File: src/rtl/lpddr4_dly_pkg.sv
// Shared definitions for the LPDDR4 delay-line blocks.
//   NTAP_DEF     : default number of taps on the delay line
//   tap_idx_t    : tap index type for the default 32-tap line
//   tsel_state_e : states of the tap latency selector
package lpddr4_dly_pkg;

    localparam int NTAP_DEF = 32;

    typedef logic [4:0] tap_idx_t;

    typedef enum logic [1:0] {
        IDLE  = 2'd0,
        DRAIN = 2'd1,
        CAL   = 2'd2
    } tsel_state_e;

endpackage

File: src/rtl/tap_latency_select_if.sv
// Control / calibration handshake bundle of tap_latency_select.
//   i_lat_req, i_lat          : latency change request and requested tap
//   o_lat_ack, o_lat_cur      : change applied pulse, tap currently selected
//   o_busy                    : selector is draining or calibrating
//   i_cal_start, i_cal_echo   : calibration start pulse, returned marker
//   o_cal_done, o_cal_lat     : measurement complete pulse, measured count
//   o_cal_timeout             : no echo seen within the measurement window
// master = requester side, slave = tap_latency_select.
interface tap_latency_select_if #(
    parameter int NTAP = 32
);
    localparam int IW = $clog2(NTAP);

    logic          i_lat_req;
    logic [IW-1:0] i_lat;
    logic          o_lat_ack;
    logic [IW-1:0] o_lat_cur;
    logic          o_busy;
    logic          i_cal_start;
    logic          i_cal_echo;
    logic          o_cal_done;
    logic [IW-1:0] o_cal_lat;
    logic          o_cal_timeout;

    modport master (
        output i_lat_req, i_lat, i_cal_start, i_cal_echo,
        input  o_lat_ack, o_lat_cur, o_busy, o_cal_done, o_cal_lat, o_cal_timeout
    );

    modport slave (
        input  i_lat_req, i_lat, i_cal_start, i_cal_echo,
        output o_lat_ack, o_lat_cur, o_busy, o_cal_done, o_cal_lat, o_cal_timeout
    );

endinterface

File: src/rtl/tap_range_quiet.sv
// Combinational quiet detector over a window of the tapped bus.
//   i_taps  : tap bus, tap k = i_taps[k*WIDTH +: WIDTH], bit 0 of a tap = valid
//   i_lo    : lowest tap index of the window (inclusive)
//   i_hi    : highest tap index of the window (inclusive)
//   o_quiet : 1 when no tap in [i_lo, i_hi] carries a valid
module tap_range_quiet #(
    parameter int WIDTH = 1,
    parameter int NTAP  = 32
) (
    input  logic [NTAP*WIDTH-1:0]    i_taps,
    input  logic [$clog2(NTAP)-1:0]  i_lo,
    input  logic [$clog2(NTAP)-1:0]  i_hi,
    output logic                     o_quiet
);
    localparam int IW = $clog2(NTAP);

    logic w_any;

    always_comb begin
        w_any = 1'b0;
        for (int k = 0; k < NTAP; k++) begin
            if ((IW'(k) >= i_lo) && (IW'(k) <= i_hi) && i_taps[k*WIDTH]) begin
                w_any = 1'b1;
            end
        end
    end

    assign o_quiet = ~w_any;

endmodule

File: src/rtl/tap_latency_select.sv
// Consumer end of the delay line: selects one tap as a programmable-latency
// output and switches latency only while every valid between the old and the
// new tap has drained, so no valid is dropped or duplicated. Also measures the
// loop latency from a calibration start pulse to its returned echo.
//   clk, rst      : clock, synchronous active-high reset
//   i_taps        : tap bus, tap 0 newest
//   o_d, o_vld    : registered selected tap and its valid bit
//   ctl (slave)   : latency request/ack and calibration handshake
module tap_latency_select
    import lpddr4_dly_pkg::*;
#(
    parameter int WIDTH   = 1,
    parameter int NTAP    = NTAP_DEF,
    parameter int RST_LAT = 0
) (
    input  logic                  clk,
    input  logic                  rst,
    input  logic [NTAP*WIDTH-1:0] i_taps,
    output logic [WIDTH-1:0]      o_d,
    output logic                  o_vld,
    tap_latency_select_if.slave   ctl
);
    localparam int            IW       = $clog2(NTAP);
    localparam logic [IW-1:0] LAST_CNT = IW'(NTAP - 1);
    localparam logic [IW-1:0] RST_IDX  = IW'(RST_LAT);

    tsel_state_e   r_state,   w_state_nxt;
    logic [IW-1:0] r_lat_cur, w_lat_cur_nxt;
    logic [IW-1:0] r_pend,    w_pend_nxt;
    logic [IW-1:0] r_cnt,     w_cnt_nxt;
    logic [IW-1:0] r_cal_lat, w_cal_lat_nxt;
    logic          r_ack,     w_ack_nxt;
    logic          r_done,    w_done_nxt;
    logic          r_tmo,     w_tmo_nxt;
    logic [WIDTH-1:0] r_d;

    logic [WIDTH-1:0] w_sel;
    logic [IW-1:0]    w_lo;
    logic [IW-1:0]    w_hi;
    logic             w_quiet;
    logic [IW-1:0]    w_cnt_inc;

    // ---- tap mux and output register ----
    always_comb begin
        w_sel = '0;
        for (int k = 0; k < NTAP; k++) begin
            if (IW'(k) == r_lat_cur) begin
                w_sel = i_taps[k*WIDTH +: WIDTH];
            end
        end
    end

    always_ff @(posedge clk) begin
        if (rst) begin
            r_d <= '0;
        end else begin
            r_d <= w_sel;
        end
    end

    assign o_d   = r_d;
    assign o_vld = r_d[0];

    // ---- drain window: every tap between the old and new selection ----
    assign w_lo = (r_lat_cur < r_pend) ? r_lat_cur : r_pend;
    assign w_hi = (r_lat_cur < r_pend) ? r_pend : r_lat_cur;

    tap_range_quiet #(
        .WIDTH (WIDTH),
        .NTAP  (NTAP)
    ) u_quiet (
        .i_taps  (i_taps),
        .i_lo    (w_lo),
        .i_hi    (w_hi),
        .o_quiet (w_quiet)
    );

    // Count value for the current CAL cycle; the first cycle in CAL reads 1.
    assign w_cnt_inc = r_cnt + IW'(1);

    // ---- control FSM: next state ----
    always_comb begin
        w_state_nxt   = r_state;
        w_lat_cur_nxt = r_lat_cur;
        w_pend_nxt    = r_pend;
        w_cnt_nxt     = r_cnt;
        w_cal_lat_nxt = r_cal_lat;
        w_ack_nxt     = 1'b0;
        w_done_nxt    = 1'b0;
        w_tmo_nxt     = 1'b0;

        case (r_state)
            IDLE: begin
                // A latency request takes priority; a simultaneous cal start is dropped.
                if (ctl.i_lat_req) begin
                    w_pend_nxt = ctl.i_lat;
                    if (ctl.i_lat == r_lat_cur) begin
                        w_ack_nxt = 1'b1;
                    end else begin
                        w_state_nxt = DRAIN;
                    end
                end else if (ctl.i_cal_start) begin
                    w_cnt_nxt   = '0;
                    w_state_nxt = CAL;
                end
            end
            DRAIN: begin
                if (w_quiet) begin
                    w_lat_cur_nxt = r_pend;
                    w_ack_nxt     = 1'b1;
                    w_state_nxt   = IDLE;
                end
            end
            CAL: begin
                w_cnt_nxt = w_cnt_inc;
                // An echo on the last counted cycle still counts as a result.
                if (ctl.i_cal_echo) begin
                    w_cal_lat_nxt = w_cnt_inc;
                    w_done_nxt    = 1'b1;
                    w_state_nxt   = IDLE;
                end else if (w_cnt_inc == LAST_CNT) begin
                    w_tmo_nxt   = 1'b1;
                    w_state_nxt = IDLE;
                end
            end
            default: begin
                w_state_nxt = IDLE;
            end
        endcase
    end

    // ---- control FSM: state register ----
    always_ff @(posedge clk) begin
        if (rst) begin
            r_state   <= IDLE;
            r_lat_cur <= RST_IDX;
            r_pend    <= RST_IDX;
            r_cnt     <= '0;
            r_cal_lat <= '0;
            r_ack     <= 1'b0;
            r_done    <= 1'b0;
            r_tmo     <= 1'b0;
        end else begin
            r_state   <= w_state_nxt;
            r_lat_cur <= w_lat_cur_nxt;
            r_pend    <= w_pend_nxt;
            r_cnt     <= w_cnt_nxt;
            r_cal_lat <= w_cal_lat_nxt;
            r_ack     <= w_ack_nxt;
            r_done    <= w_done_nxt;
            r_tmo     <= w_tmo_nxt;
        end
    end

    assign ctl.o_lat_ack     = r_ack;
    assign ctl.o_lat_cur     = r_lat_cur;
    assign ctl.o_busy        = (r_state != IDLE);
    assign ctl.o_cal_done    = r_done;
    assign ctl.o_cal_lat     = r_cal_lat;
    assign ctl.o_cal_timeout = r_tmo;

endmodule

File: src/flat_wrapper.sv
// flat-port wrapper written by rule: the top's interface ports become plain ports
module tap_latency_select_flat import lpddr4_dly_pkg::*;
#(
    parameter int WIDTH   = 1,
    parameter int NTAP    = NTAP_DEF,
    parameter int RST_LAT = 0
)
  (clk, rst, i_taps, o_d, o_vld, ctl_i_lat_req, ctl_i_lat, ctl_i_cal_start, ctl_i_cal_echo, ctl_o_lat_ack, ctl_o_lat_cur, ctl_o_busy, ctl_o_cal_done, ctl_o_cal_lat, ctl_o_cal_timeout);
  tap_latency_select_if #(.NTAP(NTAP)) ctl_i ();
  input  logic clk;
  input  logic rst;
  input  logic [NTAP*WIDTH-1:0] i_taps;
  output logic [WIDTH-1:0] o_d;
  output logic o_vld;
  input wire logic [$bits(ctl_i.i_lat_req)-1:0] ctl_i_lat_req;
  input wire logic [$bits(ctl_i.i_lat)-1:0] ctl_i_lat;
  input wire logic [$bits(ctl_i.i_cal_start)-1:0] ctl_i_cal_start;
  input wire logic [$bits(ctl_i.i_cal_echo)-1:0] ctl_i_cal_echo;
  output wire logic [$bits(ctl_i.o_lat_ack)-1:0] ctl_o_lat_ack;
  output wire logic [$bits(ctl_i.o_lat_cur)-1:0] ctl_o_lat_cur;
  output wire logic [$bits(ctl_i.o_busy)-1:0] ctl_o_busy;
  output wire logic [$bits(ctl_i.o_cal_done)-1:0] ctl_o_cal_done;
  output wire logic [$bits(ctl_i.o_cal_lat)-1:0] ctl_o_cal_lat;
  output wire logic [$bits(ctl_i.o_cal_timeout)-1:0] ctl_o_cal_timeout;
  assign ctl_i.i_lat_req = ctl_i_lat_req;
  assign ctl_i.i_lat = ctl_i_lat;
  assign ctl_i.i_cal_start = ctl_i_cal_start;
  assign ctl_i.i_cal_echo = ctl_i_cal_echo;
  assign ctl_o_lat_ack = ctl_i.o_lat_ack;
  assign ctl_o_lat_cur = ctl_i.o_lat_cur;
  assign ctl_o_busy = ctl_i.o_busy;
  assign ctl_o_cal_done = ctl_i.o_cal_done;
  assign ctl_o_cal_lat = ctl_i.o_cal_lat;
  assign ctl_o_cal_timeout = ctl_i.o_cal_timeout;
  tap_latency_select #(.WIDTH(WIDTH), .NTAP(NTAP), .RST_LAT(RST_LAT)) u_core (.clk(clk), .rst(rst), .i_taps(i_taps), .o_d(o_d), .o_vld(o_vld), .ctl(ctl_i));
endmodule
File: config.mk
export PLATFORM = sky130hd
export DESIGN_NAME = tap_latency_select_flat
export DESIGN_NICKNAME = d
export VERILOG_FILES = /design/src/rtl/lpddr4_dly_pkg.sv /design/src/rtl/tap_latency_select_if.sv /design/src/rtl/tap_range_quiet.sv /design/src/rtl/tap_latency_select.sv /design/src/flat_wrapper.sv
export SDC_FILE = /design/constraint.sdc
export NUM_CORES = 1
export LEC_CHECK = 0
export CAP_MARGIN = 10
export CORE_MARGIN = 2
export CORE_UTILIZATION = 40
export CTS_CLUSTER_SIZE = 14
export DETAILED_ROUTE_END_ITERATION = 8
export GPL_TIMING_DRIVEN = 0
export PLACE_DENSITY = 0.71
export SYNTH_ARGS = -nofsm -noshare
export SYNTH_HDL_FRONTEND = slang
export SYNTH_SLANG_ARGS = --single-unit
File: constraint.sdc
create_clock -name clk -period 4.6 [get_ports clk]
set_input_delay 0.92 -clock clk [delete_from_list [all_inputs] [get_ports clk]]
set_output_delay 0.92 -clock clk [all_outputs]
set_load 0.005 [all_outputs]
# Yosys cells after proc, flatten, opt, wreduce, memory -nomap -nowiden
# Index checks and enable logic that the tools add are counted.
dict set report op_classes {
  eq_ne 41
  n_mux 82
  n_bitwise 2
  n_mul 0
  reduce_logical 75
  n_shift 0
  div 0
  n_lt_le_gt_ge 65
  addsub 1
}
# operator count
set op_table {}
lappend op_table {{== test 5 bit (first input constant)} 16}
lappend op_table {{>= comparator 5 bit (first input constant)} 16}
lappend op_table {{<= comparator 5 bit (first input constant)} 16}
lappend op_table {{two-way mux 1 bit} 69}
lappend op_table {{logical AND 1 bit} 64}
lappend op_table {{== test 4 x 5 -> 1 bit (first input constant)} 8}
lappend op_table {{>= comparator 4 x 5 -> 1 bit (first input constant)} 8}
lappend op_table {{<= comparator 4 x 5 -> 1 bit (first input constant)} 8}
lappend op_table {{== test 3 x 5 -> 1 bit (first input constant)} 4}
lappend op_table {{>= comparator 3 x 5 -> 1 bit (first input constant)} 4}
lappend op_table {{<= comparator 3 x 5 -> 1 bit (first input constant)} 4}
lappend op_table {{two-way mux 5 bit} 4}
lappend op_table {{two-way mux 2 bit} 6}
lappend op_table {{== test 2 x 5 -> 1 bit (first input constant)} 2}
lappend op_table {{>= comparator 1 x 5 -> 1 bit (first input constant)} 2}
lappend op_table {{>= comparator 2 x 5 -> 1 bit (first input constant)} 2}
lappend op_table {{<= comparator 1 x 5 -> 1 bit (first input constant)} 2}
lappend op_table {{<= comparator 2 x 5 -> 1 bit (first input constant)} 2}
lappend op_table {{one-hot mux 5 bit (2 select lines)} 1}
lappend op_table {{!= test 2 bit (second input constant)} 3}
lappend op_table {{!= test 3 bit (second input constant)} 2}
lappend op_table {{one-hot mux 2 bit (3 select lines)} 1}
lappend op_table {{AND reduction 2 bit} 3}
lappend op_table {{adder 5 x 1 -> 5 bit (second input constant)} 1}
lappend op_table {{other kinds (16)} 18}
dict set report word_totals {
  ramBits 0
  elab_cells 275
  reg_bits 26
  mem_count 0
  latch_bits 0
  romBits 0
}

# Longest topological paths before layout
# Gate-level depths: netlist (run 1).
dict set report depth {
  word_depth 39
  mapped_depth 17
  depth_no_buf 12
}

# Modules after synthesis
# From an unflattened synthesis (run 1), not the netlist that was laid out.
dict set report hier_totals {
  hier_cells 348
  hier_area_um2 2582.5
}
# mod instances area_each_um2 cells_per_inst seq_area_each_um2
set by_module_without_submodules {}
lappend by_module_without_submodules {tap_latency_select 1 1813.0 227 520.5}
lappend by_module_without_submodules {tap_range_quiet 1 769.5 121 0.0}

# Worst setup path before layout (run 1)
# OpenSTA, ideal clock, no wires.
dict set report synth_path {
  path_type {reg-to-reg}
  from {register u_core.r_pend[3]}
  to {register u_core.r_lat_cur[0], in the netlist u_core.ctl.o_lat_cur[0]}
  path_stages_with_launch 18
  arrival_time_ns 3.601
  path_slack_ns 0.927
  required_ns 4.528
  n_path_buf 5
  synth_period_minus_slack_ns 3.673
  setup_ns 0.072
  cell_sequence {dfxtp_1 clkbuf_1 clkbuf_1 inv_1 ha_1 o21ai_1 and2_1 buf_4 or2_1 buf_6 buf_6 nand2_1 o31ai_1 and3_1 a2111oi_1 nand4_1 nor4b_4 mux2i_1}
}
dict set report synth_via {
  elab_chain_cells 39
  elab_cells_between_ends 165
}
# element line_no
set synth_rtl {}
lappend synth_rtl {{from (decl)} tap_latency_select.sv:29} ;# logic [IW-1:0] r_pend, w_pend_nxt;
lappend synth_rtl {{from (signal assigned)} tap_latency_select.sv:146} ;# r_pend <= w_pend_nxt;
lappend synth_rtl {{< comparator 5 bit} {tap_latency_select.sv:65, tap_latency_select.sv:66}}
lappend synth_rtl {{two-way mux 5 bit, on equally long branches} {tap_latency_select.sv:65, tap_latency_select.sv:66}}
lappend synth_rtl {{>= comparator 1 x 5 -> 1 bit / <= comparator 1 x 5 -> 1 bit (equally long branches)} tap_range_quiet.sv:22} ;# if ((IW'(k) >= i_lo) && (IW'(k) <= i_hi) && i_taps[k*WIDTH]) begin
lappend synth_rtl {{logical AND 1 bit (2 in a row)} tap_range_quiet.sv:22}
lappend synth_rtl {{two-way mux 1 bit (31 in a row)} tap_range_quiet.sv:22}
lappend synth_rtl {{two-way mux 1 bit *} tap_range_quiet.sv:22}
lappend synth_rtl {{NOT 1 bit (no line) *} n/a}
lappend synth_rtl {{AND reduction 2 bit (no line) *} n/a}
lappend synth_rtl {{to (signal assigned)} tap_latency_select.sv:145} ;# r_lat_cur <= w_lat_cur_nxt;
lappend synth_rtl {{to (decl)} tap_latency_select.sv:28} ;# logic [IW-1:0] r_lat_cur, w_lat_cur_nxt;
# Every way passes the cells marked *; elsewhere a longest branch is shown, timed or not.
# A chain may end at the register's enable or synchronous reset.

# Worst setup path in the final report (run 1)
dict set report layout_path {
  from {register u_core.r_pend[2]}
  to {register u_core.r_lat_cur[2], in the netlist u_core.ctl.o_lat_cur[2]}
}
dict set report layout_via {
  elab_chain_cells 39
  elab_cells_between_ends 165
}
# element line_no
set layout_rtl {}
lappend layout_rtl {{< comparator 5 bit} {tap_latency_select.sv:65, tap_latency_select.sv:66}}
lappend layout_rtl {{two-way mux 5 bit, on equally long branches} {tap_latency_select.sv:65, tap_latency_select.sv:66}}
lappend layout_rtl {{>= comparator 1 x 5 -> 1 bit / <= comparator 1 x 5 -> 1 bit (equally long branches)} tap_range_quiet.sv:22}
lappend layout_rtl {{logical AND 1 bit (2 in a row)} tap_range_quiet.sv:22}
lappend layout_rtl {{two-way mux 1 bit (32 in a row)} tap_range_quiet.sv:22}
lappend layout_rtl {{NOT 1 bit (no line)} n/a}
lappend layout_rtl {{AND reduction 2 bit (no line)} n/a}
# Several ways; a longest one is shown, not always the timed one.

==> impl_metrics.tcl, run 1 <==
set metrics [dict create \
    finClkSkew_ns 0.00385 \
    synth_fa_ha_area_frac 0.0257 \
    end_kind "flip-flop" \
    cts_tree "built" \
    maxSlewHeadroom 0.524 \
    cts_sinks 26 \
    first_iter_violations 447 \
    synth_top_family_by_area "simple AND/OR/NAND/NOR gates" \
    die-area_mm2 0.00801 \
    cp-start-kind "flip-flop" \
    yosysTopAreaCellShare 0.178 \
    ys_warn_count 0 \
    ys.flop_type "dfxtp_1" \
    io_pins 58 \
    critical_path.max_stage_delay_ns 0.47 \
    crit_chain "clkbuf_1 -> clkbuf_2 -> inv_1 -> ha_1 -> a21oi_1 -> o21a_1 -> nand3_1 -> and3_1 -> clkbuf_1 -> o2111ai_1 -> nand4_1 -> a2111oi_2 -> nand4_1 -> buf_4 -> nor4b_4 -> buf_4 -> mux2i_1" \
    use_met3 0.0406 \
    synthSimpleGateAreaFrac 0.326 \
    synth_edf_count 0 \
    crit_start "u_core.r_pend[2]$_SDFFE_PP0P_" \
    async_reset_ff_frac 0 \
    clk_pin_slew_ns 0.09 \
    hold_slack_ns 0.464 \
    clock_latency_ns 0.27 \
    maxCapViolCount 0 \
    synth-seq-area-share 0.178 \
    htree_levels 1 \
    io_buffer_count 57 \
    setup_viol 0 \
    num_rows 31 \
    timing.fmax_mhz 231 \
    wl_mm 12.6 \
    via_count 3815 \
    synthXorXnorAreaFrac 0.0240 \
    fin_crit_sh 0.941 \
    cts_buffers 3 \
    die_width_um 89.5 \
    setup-tns-final_ns 0 \
    synth.lib_cells_used.distinct 62 \
    post_synth_inst_count 435 \
    tightest_slew_ns 0.715 \
    layout_setup_ws_ns 0.269 \
    layout-drive-gt1-share 0.0641 \
    ir_drop_mv 0.266 \
    area_growth_pct 27.4 \
    syn_avg_cell_area_um2 6.72 \
    busiest_layer "met2" \
    grt_pass1_wl_mm 19.0 \
    diodes 0 \
    syn_nets 483 \
    pre_cts_slack_ns -0.344 \
    gr-total-overflow 0 \
    reg2reg_from "u_core.r_pend[2]$_SDFFE_PP0P_" \
    drtAntennaViolNets 0 \
    grt_usage 0.316 \
    core_mm2 0.00718 \
    slowest_stage "a2111oi_2" \
    arrival_ns 4.53 \
    nets 548 \
    synth_mux_area_frac 0.0560 \
    synthTopCellsByArea "dfxtp_1 18%, nor2_1 6.8%, a21oi_1 6.5%" \
    status "completed" \
    place_hpwl_mm 9.69 \
    dieHeight_um 89.5 \
    rsz0062_at_grt "no" \
    power_density_mw_per_mm2 231 \
    slew_violations 0 \
    synth_largest_area_cell "dfxtp_1" \
    gp_congestion 1.07 \
    p_leak_nw 1.31 \
    cp_max_fo 10 \
    drc 0 \
    clockRootBuffer "clkbuf_8" \
    initial_core_util 0.408 \
    required_ns 4.80 \
    antenna_found_initial 0 \
    crit_type "reg -> reg" \
    met2_usage 0.503 \
    grt_max_degree 16 \
    hold_violations 0 \
    clk_path_buf_depth 2 \
    post_drt_via_cell_ratio 6.38 \
    min_path_type "reg -> reg" \
    power_w 0.000862 \
    use_met1 0.412 \
    drtPass1Iterations 6 \
    grt_pass1_vias 3489 \
    synth_compound_area_frac 0.318 \
    holdBufCountCts 0 \
    yosys_register_bits 26 \
    routedWlPerCell_um 21.0 \
    hold_start "u_core.ctl.o_cal_lat[2]$_SDFFE_PP0P_" \
    fin_crit_ns 4.33 \
    mappedNetlistArea_mm2 0.00293 \
]
-- final timing paths --
check	endpoint	slack, ns	cells past startpoint
max	u_core.ctl.o_lat_cur[2]$_SDFFE_PP0P_	0.27	17
min reg2reg	u_core.ctl.o_cal_lat[2]$_SDFFE_PP0P_	0.46	2
max reg2reg	u_core.ctl.o_lat_cur[2]$_SDFFE_PP0P_	0.27	17
min	u_core.ctl.o_cal_lat[2]$_SDFFE_PP0P_	0.46	2
-- area by class of cell --
cell class	instances	area, um2
inverter	16	60.1
clock inverter	1	30.0
clock buffer	3	41.3
timing repair buffer	61	601
tap	99	124
fill	732	3450
multi-input combinational	360	2200
buffer	32	150
sequential	26	522
-- cells in the mapped netlist, types with 7 or more instances --
library cell,instances
a211oi_1,7
a21oi_1,38
clkbuf_1,20
dfxtp_1,26
inv_1,16
mux2i_1,13
nand2_1,39
nand2b_1,13
nand3_1,18
nand4_1,9
nor2_1,53
nor3_1,10
nor4_1,7
o211ai_1,8
o21ai_0,32
-- layer usage --
layer / part of all wire / wire length [um]
met5: 0 / 0
met4: 0.052 / 651
met3: 0.11 / 1400
met2: 0.45 / 5610
met1: 0.39 / 4900
-- critical path, delay by kind of cell (launching register included) --
| kind | cells | cell delay (ns) |
|---|---|---|
| AOI/OAI and AO/OA | 4 | 1.10 |
| adders and majority gates | 1 | 0.30 |
| buffers and inverters | 6 | 1.48 |
| DFF | 1 | 0.31 |
| muxes | 1 | 0.20 |
| and+or+nand+nor | 5 | 0.87 |
-- stage by stage --
| step | area, um2 | utilization | cells |
|---|---|---|---|
| 6_report | 3730 | 0.519 | 598 |
| 5_1_grt | 3730 | 0.519 | 598 |
| 4_1_cts | 3710 | 0.517 | 597 |
| 3_5_place_dp | 3620 | 0.504 | 591 |
| 3_3_place_gp | 3620 | 0.504 | 591 |
| 2_1_floorplan | 2930 | - | 435 |
-- logic make-up (layout without fill, tap and decap cells) --
family,after synthesis,count (layout)
AND/OR/NAND/NOR,188,188
AO/OA/AOI/OAI,143,143
buffers and inverters,49,113
flip-flops,26,26
multiplexers,15,15
XOR/XNOR,8,8
adder cells (fa/ha/maj),6,6
-- power by group --
group,internal [W],switching (W),total (W)
clock network,0.000116,0.0000716,0.000188
logic,0.000171,0.000257,0.000428
registers,0.000234,0.0000118,0.000246
-- registers in the layout, indices dropped and copies added (netlist names) --
register                  count
u_core.r_cnt                  5
u_core.ctl.o_cal_timeout      1
u_core.ctl.o_cal_lat          5
u_core.ctl.o_lat_ack          1
u_core.o_d                    1
u_core.r_state                2
u_core.ctl.o_lat_cur          5
u_core.ctl.o_cal_done         1
u_core.r_pend                 5
-- placed cells by master (no fill, tap or decap), drive strengths merged, types with 5 or more instances in the layout --
cell	instances
o31ai	5
buf	17
o311ai	6
or2	6
and3	6
xor2	6
dfxtp	26
o21ai	35
nor4	7
a211oi	7
inv	16
nand2b	13
and2	6
o211ai	8
nand3	18
nor3	10
nor3b	6
mux2i	13
ha	6
nor2	54
clkbuf	22
nand2	39
clkdlybuf4s50	57
nand4	9
a31oi	6
a21oi	38
-- timing repair --
item / 4_1_cts / 5_1_grt
resized for setup: 2 / 2
pin swaps: 2 / 1
endpoints found under the setup margin: 7 / 7
buffers inserted: 3 / 1
(Power assumes the default switching activity.)
==> inputs of run 2 (changes only) <==
ABC_AREA = 1   (was unset)
PLACE_DENSITY = 0.74   (was 0.71)
==> impl_metrics.tcl, run 2 <==
set metrics [dict create \
    status "completed" \
    busiest_layer "met2" \
    drtPass1Iterations 5 \
    via_count 3136 \
    grt_pass1_wl_mm 13.4 \
    ir_drop_mv 0.271 \
    hold_violations 0 \
    clk_path_buf_depth 2 \
    use_met1 0.333 \
    io_pins 58 \
    drc 0 \
    mappedNetlistArea_mm2 0.00241 \
    cts_buffers 3 \
    placed_cell_area_mm2 0.00308 \
    cts_sinks 26 \
    place_hpwl_mm 6.88 \
    crit_type "reg -> reg" \
    timing.fmax_mhz 275 \
    fin_area_mm2 0.00313 \
    post_synth_inst_count 408 \
    clockRootBuffer "clkbuf_8" \
    cts_setup_buffers 0 \
    post_drt_via_cell_ratio 5.76 \
    die_width_um 81.7 \
    ys.flop_type "dfxtp_1" \
    layout-drive-gt1-share 0.0554 \
    synth_largest_area_cell "dfxtp_1" \
    finClkSkew_ns 0.00297 \
    synth_common_cells "86 x nand2_1, 47 x nor2_1, 46 x inv_1" \
    async_reset_ff_frac 0 \
    use_met3 0.0308 \
    rsz0062_at_grt "no" \
    grt_usage 0.258 \
    syn_avg_cell_area_um2 5.91 \
    yosys_register_bits 26 \
    drtAntennaViolNets 0 \
    slew_violations 0 \
    fin_crit_sh 0.790 \
    io_buffer_count 57 \
    holdBufCountCts 0 \
    cts.repair.resized 0 \
    maxSlewHeadroom 0.465 \
    grt_max_degree 15 \
    required_ns 4.74 \
    arrival_ns 3.78 \
    clk_pin_slew_ns 0.09 \
    min_path_type "reg -> reg" \
    num_rows 28 \
    syn_nets 456 \
    setup_viol 0 \
    end_kind "flip-flop" \
    diodes 0 \
    clock_latency_ns 0.26 \
    routedWlPerCell_um 15.9 \
    gp_congestion 0.935 \
    fin_crit_ns 3.64 \
    maxCapViolCount 0 \
    core_mm2 0.00589 \
    nets 518 \
    yosysMostFrequentCell "nand2_1" \
    synth.lib_cells_used.distinct 40 \
    initial_core_util 0.410 \
    first_iter_violations 319 \
    die-area_mm2 0.00667 \
    cp-start-kind "flip-flop" \
    synth-seq-area-share 0.216 \
    filler_cell_count 608 \
    area_growth_pct 29.8 \
    ys_warn_count 0 \
    most-common-layout-cells "86 x nand2_1, 57 x clkdlybuf4s50_1, 47 x nor2_1" \
    cp_max_fo 10 \
    antenna_found_initial 0 \
    layout.cells.most_common "nand2_1" \
    grt_pass1_vias 2817 \
    yosysTopAreaCellShare 0.216 \
    wl_mm 8.63 \
    p_leak_nw 1.24 \
    setup-tns-final_ns 0 \
    power_density_mw_per_mm2 399 \
    synth_edf_count 0 \
    power_w 0.00125 \
    dieHeight_um 81.7 \
    synthTopCellsByArea "dfxtp_1 22%, nand2_1 13%, nand3_1 8.3%" \
    met2_usage 0.417 \
    cts_tree "built" \
    htree_levels 1 \
    tightest_slew_ns 0.782 \
    gr-total-overflow 0 \
]
## run 2: changes by cell type after synthesis, moves of 10 or more
cell / before / now
clkbuf_1: 20 / 5
inv_1: 16 / 46
nand2b_1: 13 / 0
nand2_1: 39 / 86
nand3_1: 18 / 40
nand4_1: 9 / 25
mux2i_1: 13 / 0
o21ai_1: 3 / 13
## run 2: cell type report
| type | count | area, um2 | share of cell area |
|---|---|---|---|
| Buffer | 10 | 57.6 | 0.0184 |
| Sequential cell | 26 | 520 | 0.166 |
| Tap cell | 75 | 93.8 | 0.0300 |
| Timing Repair Buffer | 57 | 571 | 0.182 |
| Clock buffer | 4 | 55.1 | 0.0176 |
| Multi-Input combinational cell | 318 | 1630 | 0.521 |
| Inverter | 54 | 203 | 0.0647 |
## run 2: worst paths after layout
kind | start | to | slack (ns) | depth (start not counted)
setup reg to reg | u_core.ctl.o_lat_cur[3]$_SDFFE_PP0P_ | u_core.ctl.o_lat_cur[4]$_SDFFE_PP0P_ | 0.96 | 20
hold / removal | u_core.ctl.o_cal_lat[2]$_SDFFE_PP0P_ | u_core.ctl.o_cal_lat[2]$_SDFFE_PP0P_ | 0.47 | 2
hold reg to reg | u_core.ctl.o_cal_lat[2]$_SDFFE_PP0P_ | u_core.ctl.o_cal_lat[2]$_SDFFE_PP0P_ | 0.47 | 2
setup / recovery | u_core.ctl.o_lat_cur[3]$_SDFFE_PP0P_ | u_core.ctl.o_lat_cur[4]$_SDFFE_PP0P_ | 0.96 | 20
## run 2: critical path, cell delays in order, from the launching register on
cell and delay, ns:
dfxtp_1 0.51, ha_1 0.29, nand2_1 0.09, nor2_1 0.05, o21ai_1 0.08, o211ai_2 0.11, buf_6 0.15, o21ai_0 0.44
nor2_1 0.21, nor2_1 0.25, nand2_1 0.08, nand3_1 0.07, nand2_1 0.06, clkinv_1 0.05, nand4_1 0.13, nor3_2 0.14
nand2_1 0.10, nor3_2 0.22, nand3_2 0.24, o21ai_1 0.18, a21oi_1 0.05
## run 2: power by group
part           internal, W  switching, W  total (W)  leakage, nW
clock            0.0000764     0.0000672   0.000144       0.0288
combinational     0.000293      0.000540   0.000833         1.00
sequential        0.000248     0.0000234   0.000272        0.212
total             0.000618      0.000630    0.00125         1.24
## run 2: cells by family (layout without fill, tap and decap cells)
group           count (synthesis)  in the layout  share of synthesized area
simple gates                  214            214                      0.402
flops                          26             26                      0.216
buf+inv                        64            125                      0.108
xor+xnor                        4              4                     0.0145
fa+ha+maj                       6              6                     0.0311
compound gates                 94             94                      0.229
## run 2: per-stage QoR
stage / util / instances / hold slack (ns) / setup slack, ns
after floorplan: - / 408 / 0.453 / 1.77
after global placement: 0.523 / 540 / 0.459 / 1.03
after global routing: 0.532 / 544 / 0.503 / 0.704
after detailed placement: 0.523 / 540 / 0.463 / 1.03
final: 0.532 / 544 / 0.473 / 0.964
after CTS: 0.532 / 544 / 0.475 / 1.01
## run 2: routing by layer
layer  part of all wire  vias to the layer above
li1                   -                     1530
met1               0.43                     1392
met2               0.42                      171
met3              0.085                       43
met4              0.059                        0
met5                  0                        -
